$ cat config.mk
export PLATFORM = sky130hd
export DESIGN_NAME = decode_execute_pipe_reg
export DESIGN_NICKNAME = d
export VERILOG_FILES = /design/src/rtl/decode_execute_pipe_reg.sv
export SDC_FILE = /design/constraint.sdc
export NUM_CORES = 1
export LEC_CHECK = 0
export CAP_MARGIN = 20
export CORE_UTILIZATION = 42
export CTS_CLUSTER_DIAMETER = 80
export CTS_CLUSTER_SIZE = 25
export DETAILED_ROUTE_END_ITERATION = 12
export PLACE_DENSITY = 0.77
export SLEW_MARGIN = 20
export SYNTH_ARGS = -nofsm -noshare
export SYNTH_HDL_FRONTEND = slang
export SYNTH_SLANG_ARGS = --single-unit
$ cat constraint.sdc
create_clock -name clock -period 6.62 [get_ports clock]
set_input_delay 1.324 -clock clock [delete_from_list [all_inputs] [get_ports clock]]
set_output_delay 1.324 -clock clock [all_outputs]
set_load 0.1 [all_outputs]
$ cat src/rtl/decode_execute_pipe_reg.sv
// Decode-to-execute pipeline register with stall hold, flush bubbles, writeback
// capture into held operands, and a saturating stall-cycle counter.
module decode_execute_pipe_reg #(
  parameter int DATA_W  = 32,
  parameter int PC_W    = 12,
  parameter int RADDR_W = 5,
  parameter int CTRL_W  = 7,
  parameter int CNT_W   = 16
) (
  input  logic               clock,
  input  logic               reset,
  input  logic               stall,
  input  logic               flush,
  input  logic               d_valid,
  input  logic [PC_W-1:0]    d_pc,
  input  logic [DATA_W-1:0]  d_instruction,
  input  logic [RADDR_W-1:0] d_rs_addr,
  input  logic [RADDR_W-1:0] d_rt_addr,
  input  logic [DATA_W-1:0]  d_operand_a,
  input  logic [DATA_W-1:0]  d_operand_b,
  input  logic [RADDR_W-1:0] d_wr_addr,
  input  logic [CTRL_W-1:0]  d_ctrl,
  input  logic               wb_en,
  input  logic [RADDR_W-1:0] wb_addr,
  input  logic [DATA_W-1:0]  wb_data,
  output logic               x_valid,
  output logic [PC_W-1:0]    x_pc,
  output logic [DATA_W-1:0]  x_instruction,
  output logic [RADDR_W-1:0] x_rs_addr,
  output logic [RADDR_W-1:0] x_rt_addr,
  output logic [DATA_W-1:0]  x_operand_a,
  output logic [DATA_W-1:0]  x_operand_b,
  output logic [RADDR_W-1:0] x_wr_addr,
  output logic [CTRL_W-1:0]  x_ctrl,
  output logic [CNT_W-1:0]   stall_count
);

  typedef enum logic [1:0] {
    MODE_LOAD  = 2'd0,
    MODE_STALL = 2'd1,
    MODE_FLUSH = 2'd2
  } mode_t;

  localparam logic [CNT_W-1:0] CNT_MAX = '1;
  localparam logic [CNT_W-1:0] CNT_ONE = {{(CNT_W-1){1'b0}}, 1'b1};

  mode_t mode;
  logic  wb_live;
  logic  wb_hit_a;
  logic  wb_hit_b;

  always_comb begin
    mode = MODE_LOAD;
    if (flush)
      mode = MODE_FLUSH;
    else if (stall)
      mode = MODE_STALL;
  end

  // Register 0 is hardwired, and a bubble has no live operands to refresh.
  assign wb_live  = wb_en && (wb_addr != '0) && x_valid;
  assign wb_hit_a = wb_live && (wb_addr == x_rs_addr);
  assign wb_hit_b = wb_live && (wb_addr == x_rt_addr);

  always_ff @(posedge clock or posedge reset) begin
    if (reset) begin
      x_valid       <= 1'b0;
      x_pc          <= '0;
      x_instruction <= '0;
      x_rs_addr     <= '0;
      x_rt_addr     <= '0;
      x_operand_a   <= '0;
      x_operand_b   <= '0;
      x_wr_addr     <= '0;
      x_ctrl        <= '0;
    end else begin
      case (mode)
        MODE_LOAD: begin
          x_valid       <= d_valid;
          x_pc          <= d_pc;
          x_instruction <= d_instruction;
          x_rs_addr     <= d_rs_addr;
          x_rt_addr     <= d_rt_addr;
          x_operand_a   <= d_operand_a;
          x_operand_b   <= d_operand_b;
          x_wr_addr     <= d_wr_addr;
          x_ctrl        <= d_ctrl;
        end
        MODE_FLUSH: begin
          // PC and source addresses still track decode for debug visibility.
          x_valid       <= 1'b0;
          x_pc          <= d_pc;
          x_instruction <= '0;
          x_rs_addr     <= d_rs_addr;
          x_rt_addr     <= d_rt_addr;
          x_operand_a   <= '0;
          x_operand_b   <= '0;
          x_wr_addr     <= '0;
          x_ctrl        <= '0;
        end
        MODE_STALL: begin
          if (wb_hit_a)
            x_operand_a <= wb_data;
          if (wb_hit_b)
            x_operand_b <= wb_data;
        end
        default: begin
        end
      endcase
    end
  end

  always_ff @(posedge clock or posedge reset) begin
    if (reset)
      stall_count <= '0;
    else if ((mode == MODE_STALL) && (stall_count != CNT_MAX))
      stall_count <= stall_count + CNT_ONE;
  end

endmodule

**Yosys cells after proc, flatten, opt, wreduce, memory -nomap -nowiden**

Cells that the tools add are included.

- Bits in registers: 147
- Logic and storage cells: 40
- Output and inout port bits: 147
- Bits of input ports: 173

- Eq/ne operators: 7
- Multiplexer cells: 10
- Add/subtract/negate cells: 1
- Reduce and logical (&&, ||, !) cells: 12

Operators with widths:

| cell | count |
|---|---|
| $pmux W32 S3 | 2 |
| $mux W32 | 2 |
| $pmux W32 S2 | 1 |
| $add A16 B1 Y16 const B | 1 |
| $ne A16 B16 Y1 const B | 1 |
| $pmux W7 S2 | 1 |
| $eq A5 B5 Y1 | 2 |
| $pmux W5 S2 | 1 |
| $logic_and A1 B1 Y1 | 5 |
| $reduce_bool A5 Y1 | 1 |
| $ne A2 B2 Y1 const B | 2 |
| $reduce_and A2 Y1 | 2 |
| $reduce_bool A3 Y1 | 1 |
| $eq A2 B1 Y1 const B | 1 |
| $eq A2 B2 Y1 const B | 1 |
| $logic_not A2 Y1 | 1 |
| $mux W2 | 1 |
| $pmux W1 S2 | 1 |
| $reduce_bool A2 Y1 | 1 |
| $reduce_or A2 Y1 | 1 |
| $mux W1 | 1 |

**Logic depth before layout (Yosys ltp)**

- Depth after elaboration: 6
- Mapped depth: 6
- Mapped depth without buffers: 5

**Least setup slack after synthesis**

OpenSTA, ideal clock, no wires.

- Path kind: input port to flip-flop
- From: in wb_addr[1]
- To: reg x_operand_b[0]
- Data required time: 6.494 ns
- Path buffers: 1
- Cell stages on the path: 5
- Slack: 3.805 ns
- Library setup time: 0.126 ns
- Data arrival time: 2.689 ns
- Path through: or4_4 > o211ai_4 > o41ai_4 > buf_6 > mux2_4

- Word-level cells in the longest chain between the ends: 6
- Elaborated cells on any way between the ends: 7
- Classes of those cells: eq/ne (2); reduce/logical (5)

RTL lines:

| what | RTL line | text |
|---|---|---|
| start: declaration | 24 | `input logic [RADDR_W-1:0] wb_addr,` |
| $reduce_bool A5 Y1 | 61 | `assign wb_live = wb_en && (wb_addr != '0) && x_valid;` |
| $logic_and A1 B1 Y1 (2 in series) | 61 |  |
| $logic_and A1 B1 Y1 (*) | 63 | `assign wb_hit_b = wb_live && (wb_addr == x_rt_addr);` |
| $ne A2 B2 Y1 (no line) (*) | - |  |
| $reduce_and A2 Y1 (no line) (*) | - |  |
| end signal: assignment | 85 | `x_operand_b <= d_operand_b;` |
| end signal: assignment | 105 | `x_operand_b <= wb_data;` |
| end: declaration | 32 | `output logic [DATA_W-1:0] x_operand_b,` |

Mark *: on every way between the ends. The rest lies on a longest branch, timed or not.
A chain may end at the register's enable or synchronous reset.

**Worst setup path in the final report**

- From: reg stall_count[2]
- To: out stall_count[2]

RTL lines:

| what | RTL line | text |
|---|---|---|
| start: declaration | 35 | `output logic [CNT_W-1:0] stall_count` |
| start signal: assignment | 117 | `stall_count <= stall_count + CNT_ONE;` |

No word-level cell between the ends.

==> flow_summary.json <==
{
  "relSlewSlack_pct": 27.7,
  "clk_latency_ns": 0.41,
  "reg2reg_from": "x_rt_addr[3]$_DFFE_PP0P_",
  "synth-warning-count": 0,
  "cpPeakStageDelay_ns": 1.18,
  "via_per_inst": 4.92,
  "crit_path_end_kind": "output port",
  "postSynthAreaPerCell_sq_um": 11.0,
  "crit_type": "register to output port",
  "place_ws_ns": 2.54,
  "dp_hpwl_um": 14000,
  "cp.required_ns": 5.30,
  "synth_fp_nets": 819,
  "io_buffers": 319,
  "crit_family": "buffers and inverters",
  "outcome": "finished clean",
  "finClkSkew_ns": 0.0132,
  "ys_types": 34,
  "ir_worst_vdd_v": 0.000224,
  "wirelength_um": 20000,
  "fin_setup_tns_ns": 0,
  "worstPathArrival_ns": 2.07,
  "antenna_found_initial": 0,
  "cts_tree": "yes",
  "final_cell_mix": "clkdlybuf4s50_1, dfrtp_1, nand2_1",
  "ys_ff_latch": 147,
  "ant_nets": 0,
  "start_util_pct": 42.9,
  "synth_cells": 645,
  "fp.coreArea_sq_um": 16600,
  "post_cts_resized": 0,
  "finalCritPeriodShare_pct": 51.3,
  "antennaDiodeCount": 0,
  "hold_buffers": 0,
  "cts_sinks": 147,
  "tightest_slew_ns": 1.08,
  "drv_cap": 0,
  "grt_overflow": 0,
  "drc": 0,
  "layout-drive-gt1-share_pct": 11.1,
  "hp-start": "x_pc[6]$_DFFE_PP0P_",
  "drtIter0Drc": 244,
  "post_cts_buffers": 0,
  "hp-class": "register to register",
  "path_clk_slew_ns": 0.06,
  "grt_pass1_vias": 5871,
  "io_pins": 320,
  "dieWidth_um": 132,
  "clock_path_buffers": 2,
  "cp_max_fo": 7,
  "mostFrequentLayoutCell": "clkdlybuf4s50_1",
  "grt.total_usage_pct": 23.2,
  "cp-startpoint": "stall_count[2]$_DFFE_PP0P_",
  "worstSetupStartpointType": "register",
  "crit_buf_inv": 1,
  "rsz0062_at_grt": "no",
  "crit_chain": "clkdlybuf4s50_1",
  "drt_pass1_iterations": 4,
  "dieArea_sq_um": 17500,
  "synth.cell_area_sq_um": 7120,
  "yosysSeqAreaShare_pct": 51.7,
  "die_height_um": 132,
  "finalMaxSlewViolations": 0,
  "num_vias": 5798,
  "h-tree-depth": 4,
  "layout_setup_ws_ns": 3.23,
  "hold_violations": 0,
  "gp_congestion": 0.861,
  "layout.nets": 1121,
  "slowest_stage": "clkdlybuf4s50_1",
  "cts_buffers": 17,
  "cellLeakagePower_nw": 5.04,
  "clockRootBuffer": "clkbuf_16",
  "period_minus_slack_ns": 3.39,
  "powerDensity_nw_per_um2": 277,
  "rows": 47,
  "wl_per_cell_um": 17.0,
  "grt_pass1_wl_um": 31500,
  "grt_max_degree": 100,
  "clock.fmax_mhz": 295,
  "syn_to_final_growth_pct": 54.3,
  "setup_viol": 0
}
## metrics by stage
step	std cells	total power, mW	hold WS [ns]	instance area [sq um]	util [%]
floorplan	645	1.81	0.954	7120	-
global placement	1148	2.13	0.449	10400	62.8
detailed placement	1148	2.13	0.461	10400	62.8
CTS	1178	3.07	0.476	11000	66.2
global route	1178	3.15	0.493	11000	66.2
finish	1178	3.04	0.474	11000	66.2
## cell usage after synthesis
cell type,number,area (sq um)
a21o_1,1,7.51
and2_1,1,6.26
o211ai_4,1,21.3
nand4_1,8,50.1
nor4_1,1,6.26
nor2_1,48,180
buf_1,1,3.75
mux2_2,5,56.3
nor3_1,2,10.0
buf_6,6,67.6
a31oi_1,1,6.26
o41ai_4,1,27.5
nand3_1,8,40.0
or3_1,1,6.26
and3_1,3,18.8
a211oi_1,1,7.51
o31ai_4,1,21.3
and3b_1,1,8.76
xnor2_1,15,131
nor2b_1,1,6.26
buf_2,6,30.0
dfrtp_1,147,3680
inv_1,2,7.51
and4_1,2,17.5
ha_1,1,12.5
clkbuf_1,28,105
a21oi_1,68,340
or4_4,1,11.3
nand2_1,103,387
mux2_4,60,901
xor2_1,9,78.8
nand2b_1,65,407
mux2i_1,45,450
and4b_1,1,10.0
## routing by layer
layer / up-vias / global-route usage (%) / part of all wire (%)
met5: - / 0 / 0
met2: 240 / 37.8 / 48
met1: 2758 / 28.9 / 41
met3: 34 / 6.77 / 7.4
li1: 2766 / - / -
met4: 0 / 9.71 / 2.9
## layout make-up
cell class	count	area (sq um)
repair buffers	324	3230
fillers	1313	5600
clock inverters	10	111
clock buffers	20	447
flip-flops and latches	147	3680
well taps	220	275
inverters	2	12.5
multi-input cells	455	3230
## power breakdown
part	leakage, nW	internal [mW]	switching [mW]	total (mW)
logic	2.86	0.325	0.751	1.08
clock network	0.268	0.558	0.368	0.926
registers	1.91	0.975	0.0645	1.04
total	5.04	1.86	1.18	3.04
## final timing paths
| kind | depth (start not counted) | slack [ns] | endpoint |
|---|---|---|---|
| worst min register to register | 2 | 0.47 | x_pc[6]$_DFFE_PP0P_ |
| worst min-delay path | 2 | 0.47 | x_pc[6]$_DFFE_PP0P_ |
| min in group asynchronous | 2 | 1.50 | x_rt_addr[2]$_DFFE_PP0P_ |
| worst max register to register | 5 | 4.50 | x_operand_b[2]$_DFFE_PP0P_ |
| max in group asynchronous | 3 | 3.91 | x_instruction[19]$_DFFE_PP0P_ |
| worst max-delay path | 1 | 3.23 | stall_count[2] |
## registers in the layout (all words and copies together) (netlist names)
register and flops:
x_operand_b 32, x_wr_addr 5, stall_count 16, x_ctrl 7
x_instruction 32, x_rs_addr 5, x_valid 1, x_rt_addr 5
x_pc 12, x_operand_a 32
## cell families (layout without fill, tap and decap cells)
family	count (synthesis)	in the layout	synth area share, %
compound gates	74	74	6.06
mux	110	110	19.8
simple gates	246	246	16.4
buf+inv	43	356	3.01
xor+xnor	24	24	2.95
flops	147	147	51.7
fa+ha+maj	1	1	0.176
No activity file was read; power rests on OpenSTA's default activity.
